==> src/rtl/logicnet_input_quantizer.sv <==
// logicnet_input_quantizer
// Quantizes raw unsigned features, one per beat, to 2-bit codes using three
// fixed thresholds. It packs NUM_FEATURES codes into one vector for the
// layer0 neuron LUTs.
// An assembly register collects the codes of the next sample while the output
// register holds the previous vector, so one sample can load while another waits.
//
// State table:
//   state | meaning
//   FILL  | accepting feature beats into the assembly register
//   HOLD  | assembly register holds a complete vector waiting for the output
//
// Ports:
//   clk, rst            single clock, synchronous active-high reset
//   s_valid/s_ready     raw feature stream handshake
//   s_data              raw unsigned feature
//   s_last              final feature of a sample
//   m_valid/m_ready     packed vector handshake
//   m_data              packed codes, feature i at [2i+1:2i]
//   err_len             one-cycle pulse when a sample is discarded
//   sample_cnt          vectors handed off, wraps
module logicnet_input_quantizer #(
   parameter int NUM_FEATURES = 3,
   parameter int FEAT_W       = 8,
   parameter int THR0         = 64,
   parameter int THR1         = 128,
   parameter int THR2         = 192,
   parameter int CNT_W        = 16
) (
   input  logic                      clk,
   input  logic                      rst,
   input  logic                      s_valid,
   output logic                      s_ready,
   input  logic [FEAT_W-1:0]         s_data,
   input  logic                      s_last,
   output logic                      m_valid,
   input  logic                      m_ready,
   output logic [2*NUM_FEATURES-1:0] m_data,
   output logic                      err_len,
   output logic [CNT_W-1:0]          sample_cnt
);

   localparam int IDX_W = $clog2(NUM_FEATURES);
   localparam int VEC_W = 2 * NUM_FEATURES;

   typedef enum logic {
      FILL = 1'b0,
      HOLD = 1'b1
   } state_t;

   state_t             state_q, state_d;
   logic [IDX_W-1:0]   idx_q, idx_d;
   logic [VEC_W-1:0]   asm_q, asm_d;
   logic [VEC_W-1:0]   m_data_q, m_data_d;
   logic               m_valid_q, m_valid_d;
   logic               err_len_q, err_len_d;
   logic               drop_q, drop_d;
   logic [CNT_W-1:0]   cnt_q, cnt_d;

   logic [1:0] code;
   logic       accept;
   logic       at_last_idx;
   logic       out_free;
   logic       consume;

   // An exact threshold hit counts as reaching it, so it rounds up.
   always_comb begin
      code = 2'(s_data >= FEAT_W'(THR0))
           + 2'(s_data >= FEAT_W'(THR1))
           + 2'(s_data >= FEAT_W'(THR2));
   end

   assign accept      = s_valid && (state_q == FILL);
   assign at_last_idx = (idx_q == IDX_W'(NUM_FEATURES - 1));
   assign consume     = m_valid_q && m_ready;
   // The output register can take a new vector when it is empty or is
   // handed off in this cycle.
   assign out_free    = !m_valid_q || m_ready;

   always_comb begin
      state_d   = state_q;
      idx_d     = idx_q;
      asm_d     = asm_q;
      m_data_d  = m_data_q;
      m_valid_d = m_valid_q && !consume;
      err_len_d = 1'b0;
      drop_d    = drop_q;
      cnt_d     = cnt_q + CNT_W'(consume);

      case (state_q)
         FILL: begin
            if (accept) begin
               if (drop_q) begin
                  // A long sample overran. Discard its remaining beats up to
                  // its s_last.
                  if (s_last) drop_d = 1'b0;
               end else if (s_last != at_last_idx) begin
                  idx_d     = '0;
                  asm_d     = '0;
                  err_len_d = 1'b1;
                  drop_d    = !s_last;
               end else begin
                  for (int i = 0; i < NUM_FEATURES; i++) begin
                     if (idx_q == IDX_W'(i)) asm_d[2*i +: 2] = code;
                  end
                  if (at_last_idx) begin
                     idx_d = '0;
                     if (out_free) begin
                        m_data_d  = asm_d;
                        m_valid_d = 1'b1;
                     end else begin
                        state_d = HOLD;
                     end
                  end else begin
                     idx_d = idx_q + IDX_W'(1);
                  end
               end
            end
         end
         HOLD: begin
            if (out_free) begin
               m_data_d  = asm_q;
               m_valid_d = 1'b1;
               state_d   = FILL;
            end
         end
         default: state_d = FILL;
      endcase
   end

   always_ff @(posedge clk) begin
      if (rst) begin
         state_q   <= FILL;
         idx_q     <= '0;
         asm_q     <= '0;
         m_data_q  <= '0;
         m_valid_q <= 1'b0;
         err_len_q <= 1'b0;
         drop_q    <= 1'b0;
         cnt_q     <= '0;
      end else begin
         state_q   <= state_d;
         idx_q     <= idx_d;
         asm_q     <= asm_d;
         m_data_q  <= m_data_d;
         m_valid_q <= m_valid_d;
         err_len_q <= err_len_d;
         drop_q    <= drop_d;
         cnt_q     <= cnt_d;
      end
   end

   assign s_ready    = (state_q == FILL);
   assign m_valid    = m_valid_q;
   assign m_data     = m_data_q;
   assign err_len    = err_len_q;
   assign sample_cnt = cnt_q;

endmodule

==> config.mk <==
export PLATFORM = sky130hd
export DESIGN_NAME = logicnet_input_quantizer
export DESIGN_NICKNAME = d
export VERILOG_FILES = /design/src/rtl/logicnet_input_quantizer.sv
export SDC_FILE = /design/constraint.sdc
export NUM_CORES = 1
export LEC_CHECK = 0
export ABC_AREA = 1
export CORE_UTILIZATION = 35
export CTS_CLUSTER_SIZE = 14
export DETAILED_ROUTE_END_ITERATION = 10
export SETUP_SLACK_MARGIN = 0.2
export SYNTH_ARGS = -nofsm -noshare
export SYNTH_HDL_FRONTEND = slang
export SYNTH_SLANG_ARGS = --single-unit
==> constraint.sdc <==
create_clock -name clk -period 1.6 [get_ports clk]
set_input_delay 0.32 -clock clk [delete_from_list [all_inputs] [get_ports clk]]
set_output_delay 0.32 -clock clk [all_outputs]
set_load 0.01 [all_outputs]
## Word level (Yosys, flattened, before mapping)

Cells that the tools add are included.

| storage, ports and cells | value |
|---|---|
| logic and storage cells | 68 |
| register bits | 34 |
| output and inout port bits | 25 |

| operators by class | value |
|---|---|
| add/subtract/negate cells | 4 |
| magnitude comparators | 3 |
| muxes and demuxes | 29 |
| reductions and logical operators | 12 |
| bitwise operators | 3 |
| equal/unequal tests | 9 |

Operators with widths:

| cell | number |
|---|---|
| 6-bit two-way mux | 7 |
| 16-bit by 1-bit adder with 16-bit output | 1 |
| 8-bit greater-or-equal comparator (second input constant) | 2 |
| 1-bit two-way mux | 14 |
| 6-bit one-hot mux with 2 select lines | 1 |
| 2-bit two-way mux | 5 |
| 8-bit by 7-bit greater-or-equal comparator with 1-bit output (second input constant) | 1 |
| 2-bit by 1-bit != test with 1-bit output (second input constant) | 4 |
| 6-bit AND reduction | 1 |
| 2-bit != test (second input constant) | 2 |
| 1-bit one-hot mux with 2 select lines | 2 |
| 4-bit OR reduction | 1 |
| 1-bit logical AND | 3 |
| 1-bit zero test | 3 |
| 1-bit inverter | 3 |
| 3-bit AND reduction | 1 |
| 1-bit by 1-bit adder with 2-bit output | 1 |
| 2-bit by 1-bit adder with 2-bit output | 1 |
| 2-bit by 1-bit adder with 2-bit output (second input constant) | 1 |
| 2-bit by 1-bit == test with 1-bit output (second input constant) | 1 |
| 2-bit == test (second input constant) | 1 |
| 2-bit zero test | 1 |
| 2-bit AND reduction | 1 |
| 1-bit logical OR | 1 |
| 1-bit != test | 1 |

## Logic depth before layout (Yosys ltp)

Gate-level depths: netlist of the first run.

| logic depth | value |
|---|---|
| depth after elaboration | 10 |
| gate-level depth with buffers | 11 |
| mapped depth without buffers | 11 |

## Worst setup path before layout of the first run

No wires, ideal clock.

| path | value |
|---|---|
| kind | reg-to-reg |
| from | register m_valid_q (netlist: m_valid) |
| to | register cnt_q[12] (netlist: sample_cnt[12]) |
| cell stages (with the launch flop) | 10 |
| arrival time | 1.384 ns |
| path buffers | 0 |
| setup slack | 0.097 ns |
| data required time | 1.481 ns |
| setup time | 0.119 ns |
| cells stage by stage | dfxtp_1 nand2_1 inv_1 ha_1 ha_1 nand3_1 nor2_2 nand2_1 o21ai_0 a21oi_1 |

| between the ends | value |
|---|---|
| longest elaborated chain between the ends | 2 |

Ends and longest elaborated chain:

| item | RTL line | source |
|---|---|---|
| start, declared | 55 | `logic m_valid_q, m_valid_d;` |
| start signal, assigned | 146 | `m_valid_q <= m_valid_d;` |
| 1-bit logical AND | 75 | `assign consume = m_valid_q && m_ready;` |
| 16-bit by 1-bit adder with 16-bit output | 88 | `cnt_d = cnt_q + CNT_W'(consume);` |
| end signal, assigned | 149 | `cnt_q <= cnt_d;` |
| end, declared | 58 | `logic [CNT_W-1:0] cnt_q, cnt_d;` |

Every way passes these cells.
A chain may end at the register's enable or synchronous reset.

## Worst setup path in the final report of the first run

| path | value |
|---|---|
| from | register m_valid_q (netlist: m_valid) |
| to | register cnt_q[6] (netlist: sample_cnt[6]) |

Same word-level chain as after synthesis.

==> qor.csv, run 1 <==
metric,value,unit
outcome,"finished, violations left",
failing checks,design-rule violations,
RSZ-0062 raised after global routing,yes,
Setup crit start,m_valid,
sequential area share after synthesis,41.2,%
top cell type's share of synthesized area,41.2,%
post-synthesis simple-gate area fraction,36.3,%
global-route wire length before repair,6.15,mm
Reg2Reg Launch Point,m_valid,
adder-cell area share of the yosys netlist,1.52,%
Worst EP arrival,1.55,ns
Synth Register Bits,34,
Hold Path Cell Cnt,2,
Startpoint Class,register,
fillers,455,
synthesized instance count,252,
grt total ovfl,0,
main combinational cell family by area after synthesis,simple AND/OR/NAND/NOR gates,
CP max FO,6,
Final Power,1.63,mW
clock sink count,34,
Initial DRC Count,97,
Synth Area in Compound Gates,8.33,%
Vias/cell,4.54,
Max Cap Viol,0,
slew margin rel.,71.0,%
Hold Fails Final Rpt,0,
VDD IR max,0.433,mV
hpwl dp,2.55,mm
hold path start,asm_q[5],
die outline area,5000,sq um
Max Slew Vio Count,0,
post-synthesis mux area share,0,%
endpoints failing setup,0,
"Distinct cells, synth",26,
share of cells above drive strength 1,18.5,%
area grow syn2layout,37.7,%
first-pass detailed-route iteration total,7,
DRC Markers,4,
total wire length,3.73,mm
Syn. warnings,0,
Crit. End Element,register,
worst hold path type,reg -> reg,
pwr dens,715,nW/um^2
"Clk Latency, worst-skew pair",0.28,ns
clock-pin slew on the worst setup and hold paths,0.07,ns
period utilization,86.2,%
final-stage net count,316,
H-tree levels,2,
Post-Syn Area,1650,sq um
largest net degree at the start of global routing,17,
clk_skew,0.00792,ns
Leak,1.08,nW
Least-Margin Pin Slew,0.435,ns
TritonCTS clock tree,done,
diode count,0,
fmax,725,MHz
data required time of the critical path,1.77,ns
Fin Hold WS,0.482,ns
Final ANT Viol Nets,0,
Mean Syn Cell Area,6.55,sq um
Synth Area in XOR/XNOR,1.06,%
final non-filler cell total,354,
vias,1608,
CTS Hold Buffers Added,0,
Initial Util,37.2,%
CTS Buffer Depth,2,
"top cells by area, synth","dfxtp_1 41%, nand2_1 18%, inv_1 9.1%",
DIE WIDTH,70.7,um
Die Ht,70.7,um
syn_nets,267,
Clock Tree Root,clkbuf_8,
Core ar.,4440,sq um
I/O pins,38,
initial antenna violation count,0,
cell count after placement,340,
CTS Buf Count,5,
reg2reg path depth,9,
kind of critical path,reg -> reg,
"area leader, netlist",dfxtp_1,
GRT Total Usage,15.5,%
fin crit period,1.38,ns
WL/cell,10.5,um
input/output buffers,31,
vias in the first global route,1421,
FP Rows,24,
GP Congestion,0.832,
-- synthesized netlist by cell type (all sizes together) --
library cell and number:
nand2 79, ha 2, a31oi 1, a211oi 1
o21a 1, nor3b 1, a21oi 17, inv 41
or2 1, xor2 1, xnor2 1, dfxtp 34
clkbuf 3, buf 2, o21bai 1, nand3 15
o21ai 4, nor3 2, nand4 8, nor2 37
-- registers in the layout (all words and copies together) (netlist names) --
signal	cells
err_len	1
m_valid	1
m_data	6
idx_q	2
drop_q	1
asm_q	6
state_q	1
sample_cnt	16
-- critical path, stage by stage, from the launching register on --
cell and delay [ns]:
dfxtp_2 0.34, nand2_2 0.05, inv_2 0.05, ha_4 0.13
ha_4 0.14, nand3_4 0.07, nor2_4 0.19, buf_6 0.13
nand2_2 0.03, nor3b_2 0.14
-- placed cells by master (no fill, tap or decap), types with 2 or more instances in the layout --
master / instances
nor2_2: 3
a21oi_1: 17
dfxtp_2: 9
nand2_2: 6
nand4_1: 8
dlygate4sd2_1: 26
inv_1: 38
o21ai_0: 2
dfxtp_1: 25
clkdlybuf4s50_1: 5
ha_4: 2
inv_2: 3
nand3_2: 3
nand2_1: 72
clkbuf_8: 6
nand3_1: 11
nor2_1: 33
buf_4: 15
nor3_1: 2
-- final timing paths --
kind                                      end  slack [ns]
worst max register to register  sample_cnt[6]        0.22
worst max-delay path            sample_cnt[6]        0.22
worst min register to register       asm_q[5]        0.48
worst min-delay path                 asm_q[5]        0.48
-- layout make-up --
type	count	area (sq um)	area share, %
Inverter	41	154	6.77
Timing Repair Buffer	47	402	17.7
Sequential cell	34	692	30.4
Tap cell	52	65.1	2.86
Multi-Input combinational cell	172	871	38.3
Clock inverter	1	5.00	0.220
Clock buffer	7	86.3	3.80
-- through the flow --
| stage | util (%) | cell area, sq um | setup slack, ns | setup TNS, ns |
|---|---|---|---|---|
| CTS | 49.4 | 2200 | 0.239 | 0 |
| finish | 51.2 | 2270 | 0.221 | 0 |
| global route | 51.2 | 2270 | 0.154 | 0 |
| detailed placement | 46.8 | 2080 | -0.399 | -3.41 |
| global placement | 46.8 | 2080 | -0.340 | -3.08 |
| floorplan | - | 1670 | 0.181 | 0 |
-- kinds of logic (layout without fill, tap and decap cells) --
kind of cell | count (synthesis) | after routing
AND/OR/NAND/NOR | 143 | 143
buffers and inverters | 46 | 96
flip-flops | 34 | 34
AO/OA/AOI/OAI | 25 | 25
adder cells (fa/ha/maj) | 2 | 2
XOR/XNOR | 2 | 2
-- metal layers --
metal / up-vias / GRT usage, % / share of wire [%]
li1: 876 / - / -
met1: 702 / 20.3 / 49
met2: 23 / 24.5 / 46
met3: 7 / 3.42 / 3.3
met4: 0 / 6.67 / 1.9
met5: - / 0 / 0
-- repair_timing --
item / 4_1_cts / 5_1_grt
endpoints found under the setup margin: 38 / 10
buffers inserted: 2 / 4
gates resized for setup: 44 / 12
pin swaps: 4 / 4
gates cloned: 0 / 0
-- report_power, final --
part	internal (mW)	switching [mW]	leakage [nW]
Combinational	0.0439	0.0677	0.756
Clock	0.347	0.308	0.0482
Sequential	0.854	0.00558	0.279
No activity file was read; power rests on OpenSTA's default activity.
==> run 2: changes to the inputs <==
- CTS_CLUSTER_DIAMETER: not set -> 30
==> results of run 2 <==
No change in the layout: final DEF, timing and power equal those of run 1.
